**config.mk**
```make
export PLATFORM = sky130hd
export DESIGN_NAME = rdregs_word_packer
export DESIGN_NICKNAME = d
export VERILOG_FILES = /design/src/rtl/rdregs_word_packer.sv
export SDC_FILE = /design/constraint.sdc
export NUM_CORES = 1
export LEC_CHECK = 0
export CORE_MARGIN = 2
export CORE_UTILIZATION = 36
export CTS_BUF_LIST = sky130_fd_sc_hd__clkbuf_4 sky130_fd_sc_hd__clkbuf_8
export DETAILED_ROUTE_END_ITERATION = 16
export GPL_TIMING_DRIVEN = 1
export PLACE_DENSITY = 0.65
export SLEW_MARGIN = 30
export SYNTH_ARGS = -nofsm -noshare
export SYNTH_HDL_FRONTEND = slang
export SYNTH_SLANG_ARGS = --single-unit
```
**constraint.sdc**
```tcl
create_clock -name clk -period 1.67 [get_ports clk]
set_input_delay 0.334 -clock clk [delete_from_list [all_inputs] [get_ports clk]]
set_output_delay 0.334 -clock clk [all_outputs]
set_load 0.1 [all_outputs]
```
**src/rtl/rdregs_word_packer.sv**
```systemverilog
// Packs a valid/ready stream of 16-bit halfwords into 32-bit words and
// drives the write port of the 256x32 / 512x16 readback buffer.
//
// Ports:
//   clk, reset          clock, synchronous active-high reset
//   start, base_addr    begin a session at base_addr
//   in_valid, in_data   halfword stream (first of a pair -> bits [15:0])
//   in_ready            packer accepts in_data this cycle
//   flush               close the session, writing any partial word
//   wr_ce, wr_addr      32-bit write strobe and word address
//   wr_data             {high halfword, low halfword}
//   word_count          words written since start
//   busy, full, done    session active, buffer full, session-end pulse

module rdregs_word_packer #(
   parameter int          ADDR_W = 8,
   parameter logic [15:0] PAD    = 16'h0000,
   parameter bit          WRAP   = 1'b0
) (
   input  logic              clk,
   input  logic              reset,
   input  logic              start,
   input  logic [ADDR_W-1:0] base_addr,
   input  logic              in_valid,
   input  logic [15:0]       in_data,
   output logic              in_ready,
   input  logic              flush,
   output logic              wr_ce,
   output logic [ADDR_W-1:0] wr_addr,
   output logic [31:0]       wr_data,
   output logic [ADDR_W:0]   word_count,
   output logic              busy,
   output logic              full,
   output logic              done
);

   typedef enum logic [1:0] {
      S_IDLE,
      S_LO,
      S_HI,
      S_FULL
   } state_t;

   localparam logic [ADDR_W-1:0] ADDR_MAX = '1;
   localparam logic [ADDR_W:0]   CNT_MAX  = {1'b1, {ADDR_W{1'b0}}};

   state_t            state;
   logic [ADDR_W-1:0] addr;
   logic [15:0]       low;
   logic              done_pend;
   logic [ADDR_W:0]   cnt_next;

   assign busy     = (state == S_LO) || (state == S_HI);
   assign in_ready = busy && !flush && !start;

   // Without wrapping the count stops at the buffer depth.
   always_comb begin
      cnt_next = word_count + 1'b1;
      if (!WRAP && word_count == CNT_MAX)
         cnt_next = word_count;
   end

   always_ff @(posedge clk) begin
      if (reset) begin
         state      <= S_IDLE;
         addr       <= '0;
         low        <= '0;
         wr_ce      <= 1'b0;
         wr_addr    <= '0;
         wr_data    <= '0;
         word_count <= '0;
         full       <= 1'b0;
         done       <= 1'b0;
         done_pend  <= 1'b0;
      end else begin
         wr_ce     <= 1'b0;
         // A flush of a partial word signals done one cycle after its write.
         done      <= done_pend;
         done_pend <= 1'b0;
         if (start) begin
            addr       <= base_addr;
            word_count <= '0;
            full       <= 1'b0;
            low        <= '0;
            state      <= S_LO;
         end else begin
            case (state)
               S_LO: begin
                  if (flush) begin
                     done  <= 1'b1;
                     state <= S_IDLE;
                  end else if (in_valid) begin
                     low   <= in_data;
                     state <= S_HI;
                  end
               end
               S_HI: begin
                  if (flush) begin
                     wr_ce      <= 1'b1;
                     wr_addr    <= addr;
                     wr_data    <= {PAD, low};
                     addr       <= addr + 1'b1;
                     word_count <= cnt_next;
                     done_pend  <= 1'b1;
                     state      <= S_IDLE;
                  end else if (in_valid) begin
                     wr_ce      <= 1'b1;
                     wr_addr    <= addr;
                     wr_data    <= {in_data, low};
                     addr       <= addr + 1'b1;
                     word_count <= cnt_next;
                     // Last word of the buffer: stop unless wrapping.
                     if (!WRAP && addr == ADDR_MAX) begin
                        full  <= 1'b1;
                        state <= S_FULL;
                     end else begin
                        state <= S_LO;
                     end
                  end
               end
               S_FULL: begin
                  if (flush) begin
                     done  <= 1'b1;
                     full  <= 1'b0;
                     state <= S_IDLE;
                  end
               end
               default: ;
            endcase
         end
      end
   end

endmodule

```
== Word level (Yosys, flattened, before mapping) ==
Index checks and enable logic that the tools add are counted.

* Bits in registers: 79
* Word-level logic and storage cells: 81

* Add/sub/neg operators: 2
* Eq/ne operators: 14
* Mux-type cells: 30
* Bitwise operators: 3
* Reductions and logical operators: 21

{| class="wikitable"
|+ Operator list
! operator !! count
|-
| $mux 32 || 2
|-
| $mux 8 || 6
|-
| $mux 9 || 3
|-
| $mux 2 || 6
|-
| $mux 1 || 11
|-
| $add 9x1->9 const B || 1
|-
| $eq 9x9->1 const B || 1
|-
| $ne 3x3->1 const B || 3
|-
| $add 8x1->8 const B || 1
|-
| $eq 8x8->1 const B || 1
|-
| $ne 4x4->1 const B || 2
|-
| $reduce_and 4->1 || 2
|-
| $ne 2x2->1 const B || 3
|-
| $pmux 2 s3 || 1
|-
| $reduce_and 3->1 || 2
|-
| $reduce_bool 2->1 || 3
|-
| $reduce_bool 3->1 || 2
|-
| $reduce_and 5->1 || 1
|-
| $eq 2x2->1 const B || 2
|-
| $reduce_and 2->1 || 2
|-
| $reduce_bool 4->1 || 1
|-
| $reduce_or 2->1 || 2
|-
| $not 1->1 || 3
|-
| $reduce_or 3->1 || 1
|-
| other kinds (6) || 8
|}

== Depth between registers and ports, before layout ==
* Depth after elaboration: 6
* Depth in mapped cells: 8

== Worst setup path after synthesis ==
No wires, ideal clock.

* Kind: register -> output
* From: register state[0]
* To: output in_ready
* Data arrival time: 3,622 ps
* Required time: 1,336 ps
* Setup slack: -2,286 ps
* Cell stages (with the launch flop): 4
* Buffers on the path: 0
* Cells stage by stage: dfxtp_1 inv_1 ha_1 nor3b_1

* Longest elaborated chain between the ends: 4

{| class="wikitable"
|+ RTL lines
! item !! line !! RTL
|-
| start, declared || 47 || <nowiki>state_t state;</nowiki>
|-
| start signal, assigned || 65 || <nowiki>state <= S_IDLE;</nowiki>
|-
| start signal, assigned || 85 || <nowiki>state <= S_LO;</nowiki>
|-
| start signal, assigned || 91 || <nowiki>state <= S_IDLE;</nowiki>
|-
| $eq 2x1->1 / $eq 2x2->1 (equally long branches) || 53 || <nowiki>assign busy = (state == S_LO) || (state == S_HI);</nowiki>
|-
| $logic_or 1x1->1 * || 53 ||
|-
| via busy || 32 || <nowiki>output logic busy,</nowiki>
|-
| $logic_and 1x1->1 * (2 in series) || 54 || <nowiki>assign in_ready = busy && !flush && !start;</nowiki>
|-
| end, declared || 26 || <nowiki>output logic in_ready,</nowiki>
|}

The timed path passes the listed nets; every way through them passes the cells marked *.

== Worst setup path after layout ==
* From: register state[0]
* To: output in_ready

* Longest elaborated chain between the ends: 4

{| class="wikitable"
|+ RTL lines
! item !! line
|-
| $eq 2x1->1 / $eq 2x2->1 (equally long branches) || 53
|-
| $logic_or 1x1->1 * || 53
|-
| $logic_and 1x1->1 * (2 in series) || 54
|}

Every way passes the cells marked *; elsewhere a longest branch is shown, timed or not.

==> impl_metrics.py <==
metrics = {
    "global_route": {
        "grt_pass1_wl_mm": 14.24,
        "grt_max_degree": 33,
        "antenna_found_initial": 0,
        "grt.total_usage_pct": 18.04,
        "globalRouteOverflowTotal": 0,
        "grt_pass1_vias": 2898,
    },
    "clocking": {
        "worst_skew_pair.late_latency_ns": 0.35,
        "cts_tree": "done",
        "cts_max_level": 3,
        "cts_buffers": 9,
        "clk_pin_slew_worst_paths_ns": 0.09,
        "clock-sinks": 79,
        "cts_hold_buffers": 0,
        "cts_root_buf": "clkbuf_8",
        "ctsLongestPathBuffers": 2,
    },
    "timing": {
        "hold_ws_ns": 0.4292,
        "hold_viol_final": 0,
        "rsz0062_at_grt": "true",
        "maxSlewHeadroom_pct": 71.25,
        "tightestPinTransition_ns": 0.4302,
        "fin_crit_sh_pct": 107.6,
        "finalSetupViolations": 1,
        "fmax_ghz": 0.5563,
        "finalClockSkew_ns": 0.01063,
        "post-route-min-period_ns": 1.798,
        "finalMaxSlewViolations": 0,
        "worst_slack_ns": -0.1276,
    },
    "detailed_routing": {
        "firstDrtPassIters": 4,
        "routedWlPerCell_um": 14.16,
        "route.detailed.drc": 0,
        "detail_route.vias_per_cell": 4.982,
        "drtIter0Drc": 234,
        "ant_nets": 0,
        "routed_wl_mm": 8.711,
        "num_vias": 3064,
    },
    "synth": {
        "synth-seq-area-share_pct": 48.52,
        "syn_nets": 439,
        "synth_edf_count": 0,
        "yosys.area.top_type": "dfxtp_1",
        "netlist_area_um2": 3259,
        "synthArstFlopShare_pct": 0,
        "synth_warnings": 0,
        "synth_common_cells": "nand2_1 (100), dfxtp_1 (79), a21oi_1 (67)",
        "synthFlopType": "dfxtp_1",
        "ys_types": 37,
        "syn-instance-count": 401,
        "synth_most_common_cell": "nand2_1",
        "synth_area_leaders": "dfxtp_1 (49%), nand2_1 (12%), a21oi_1 (10%), nand3b_1 (3.7%), ha_1 (3.5%)",
        "yosys.area.top_type_share_pct": 48.52,
        "synth.avg_cell_area_um2": 8.128,
        "ys_ff_latch": 79,
    },
    "critical_path": {
        "worstRegToRegCells": 8,
        "cpPeakStageDelay_ns": 0.35,
        "worst-path-buf-inv": 2,
        "crit_family": "flip-flops",
        "cp_max_fo": 3,
        "arrival_ns": 1.46,
        "critical_path.cell_chain": "inv_2, ha_4, nor3b_4, buf_12",
        "worstSetupEndpointType": "output pin",
        "worstSetupStartpointType": "flip-flop",
        "crit_cells": 4,
        "crit_slowest_cell": "dfxtp_2",
        "required_ns": 1.34,
        "critical_path_class": "reg2out",
    },
    "final_layout": {
        "fin_util_pct": 60.28,
        "final_cells": 615,
        "fillers": 760,
        "antenna_cells": 0,
        "areaGrowthSynthToFinish_pct": 62.07,
        "regArea_um2": 1603,
        "fin_nets": 540,
        "drive_gt1_share_pct": 26.82,
        "multi_input_area_um2": 1588,
    },
    "power": {
        "leakage_nw": 1.900,
        "powerDensity_nw_per_um2": 732.2,
        "ir_drop_v": 0.0005568,
    },
    "placement": {
        "gp_congestion": 0.8319,
        "port_buffers": 82,
        "dpl_worst_slack_ns": -0.1387,
        "place_inst": 595,
        "dp.final_hpwl_mm": 6.068,
    },
    "floorplanning": {
        "die_area_um2": 9831,
        "start_util_pct": 37.19,
        "io_pins": 83,
        "fp.dieH_um": 99.15,
        "placementRows": 34,
        "chipWidth_um": 99.15,
        "core_area_um2": 8763,
    },
    "run": {
        "drv_cap": 0,
    },
    "hold_path": {
        "worstHoldPathCells": 3,
        "hp-class": "in2reg",
    },
    "status": {
        "status": "finished with violations",
        "failed_checks": "setup timing",
    },
}
## flip-flops by register name, summed over array words and instances (netlist names)
| signal | cells |
|---|---|
| wr_data | 32 |
| low | 16 |
| word_count | 9 |
| addr | 8 |
| wr_addr | 8 |
| state | 2 |
| done | 1 |
| done_pend | 1 |
| full | 1 |
| wr_ce | 1 |
## cell families after synthesis
kind of cell | count (synthesis) | share of synthesized area (%)
xor gates and xnor gates | 13 | 3.493
DFF | 79 | 48.52
and+or+nand+nor | 164 | 22.92
adders and majority gates | 9 | 3.455
AOI/OAI and AO/OA | 88 | 14.97
muxes | 5 | 1.574
buffers and inverters | 43 | 5.067
## worst min-delay path, cell delays in order
cell	delay, ns
buf_2	0.14
buf_4	0.21
a21oi_1	0.05
## worst paths after layout
| check | start | to | slack (ns) |
|---|---|---|---|
| setup reg to reg | state[1] | wr_data[27] | 0 |
| hold / removal | reset | wr_addr[6] | 0.43 |
| setup / recovery | state[0] | in_ready | -0.13 |
| hold reg to reg | low[2] | wr_data[2] | 0.45 |
## layer usage
layer	share of wire (%)	up-vias	global-route usage, %	routed length (um)
met4	1.4	0	6.639	126
met5	0	-	0	0
li1	-	1535	-	-
met3	5.4	10	4.568	473
met1	43	1426	23.12	3771
met2	50	93	29.47	4341
## area by class of cell
type | count | share of cell area, %
Timing Repair Buffer | 117 | 31.69
Sequential cell | 79 | 30.34
Multi-Input combinational cell | 279 | 30.06
Tap cell | 108 | 2.558
Clock buffer | 9 | 2.345
Clock inverter | 7 | 1.824
Inverter | 16 | 1.184
## through the flow
stage	instance area [um^2]	power [mW]	TNS, ns
2_1_floorplan	3321	2.153	-0.4239
3_3_place_gp	4980	2.334	-6.328
3_5_place_dp	4980	2.339	-6.994
4_1_cts	5234	3.901	-0.1515
5_1_grt	5283	4.031	-1.939
6_report	5283	3.868	-0.1276
## what timing repair did
action                                  in CTS  in global routing
endpoints found under the setup margin       1                 47
gates resized for setup                      4                  6
buffers inserted                             3                  0
gates cloned                                 0                  1
endpoints found under the hold margin        0                  0
pin swaps                                    1                  1
## cell usage in the layout (no fill, tap or decap), types with 2 or more instances in the layout
cell type | synthesis | layout
nand2_1 | 100 | 99
dfxtp_1 | 79 | 68
a21oi_1 | 67 | 65
buf_12 | 0 | 57
buf_4 | 0 | 31
clkdlybuf4s50_1 | 0 | 27
nor2_1 | 21 | 20
nand3b_1 | 16 | 16
xnor2_1 | 11 | 11
inv_1 | 15 | 11
clkbuf_8 | 0 | 9
ha_1 | 9 | 8
dfxtp_2 | 0 | 8
o21a_1 | 6 | 5
nand3_1 | 4 | 4
nor3_1 | 5 | 4
o21ai_0 | 4 | 4
mux2i_1 | 4 | 4
inv_2 | 0 | 3
nand4_1 | 3 | 3
or3_1 | 3 | 3
dfxtp_4 | 0 | 3
inv_4 | 0 | 2
a21oi_2 | 0 | 2
or2_1 | 2 | 2
nor4b_2 | 0 | 2
a2111oi_2 | 0 | 2
o2111ai_1 | 2 | 2
xor2_1 | 2 | 2
nor3b_1 | 3 | 2
clkinv_4 | 0 | 2
bufinv_16 | 0 | 2
## power breakdown
group | leakage (nW) | internal, mW | switching (mW)
Sequential | 0.645 | 1.90 | 0.0173
Clock | 0.110 | 0.845 | 0.719
Combinational | 1.15 | 0.184 | 0.202
Power figures use the tool's default switching activity.
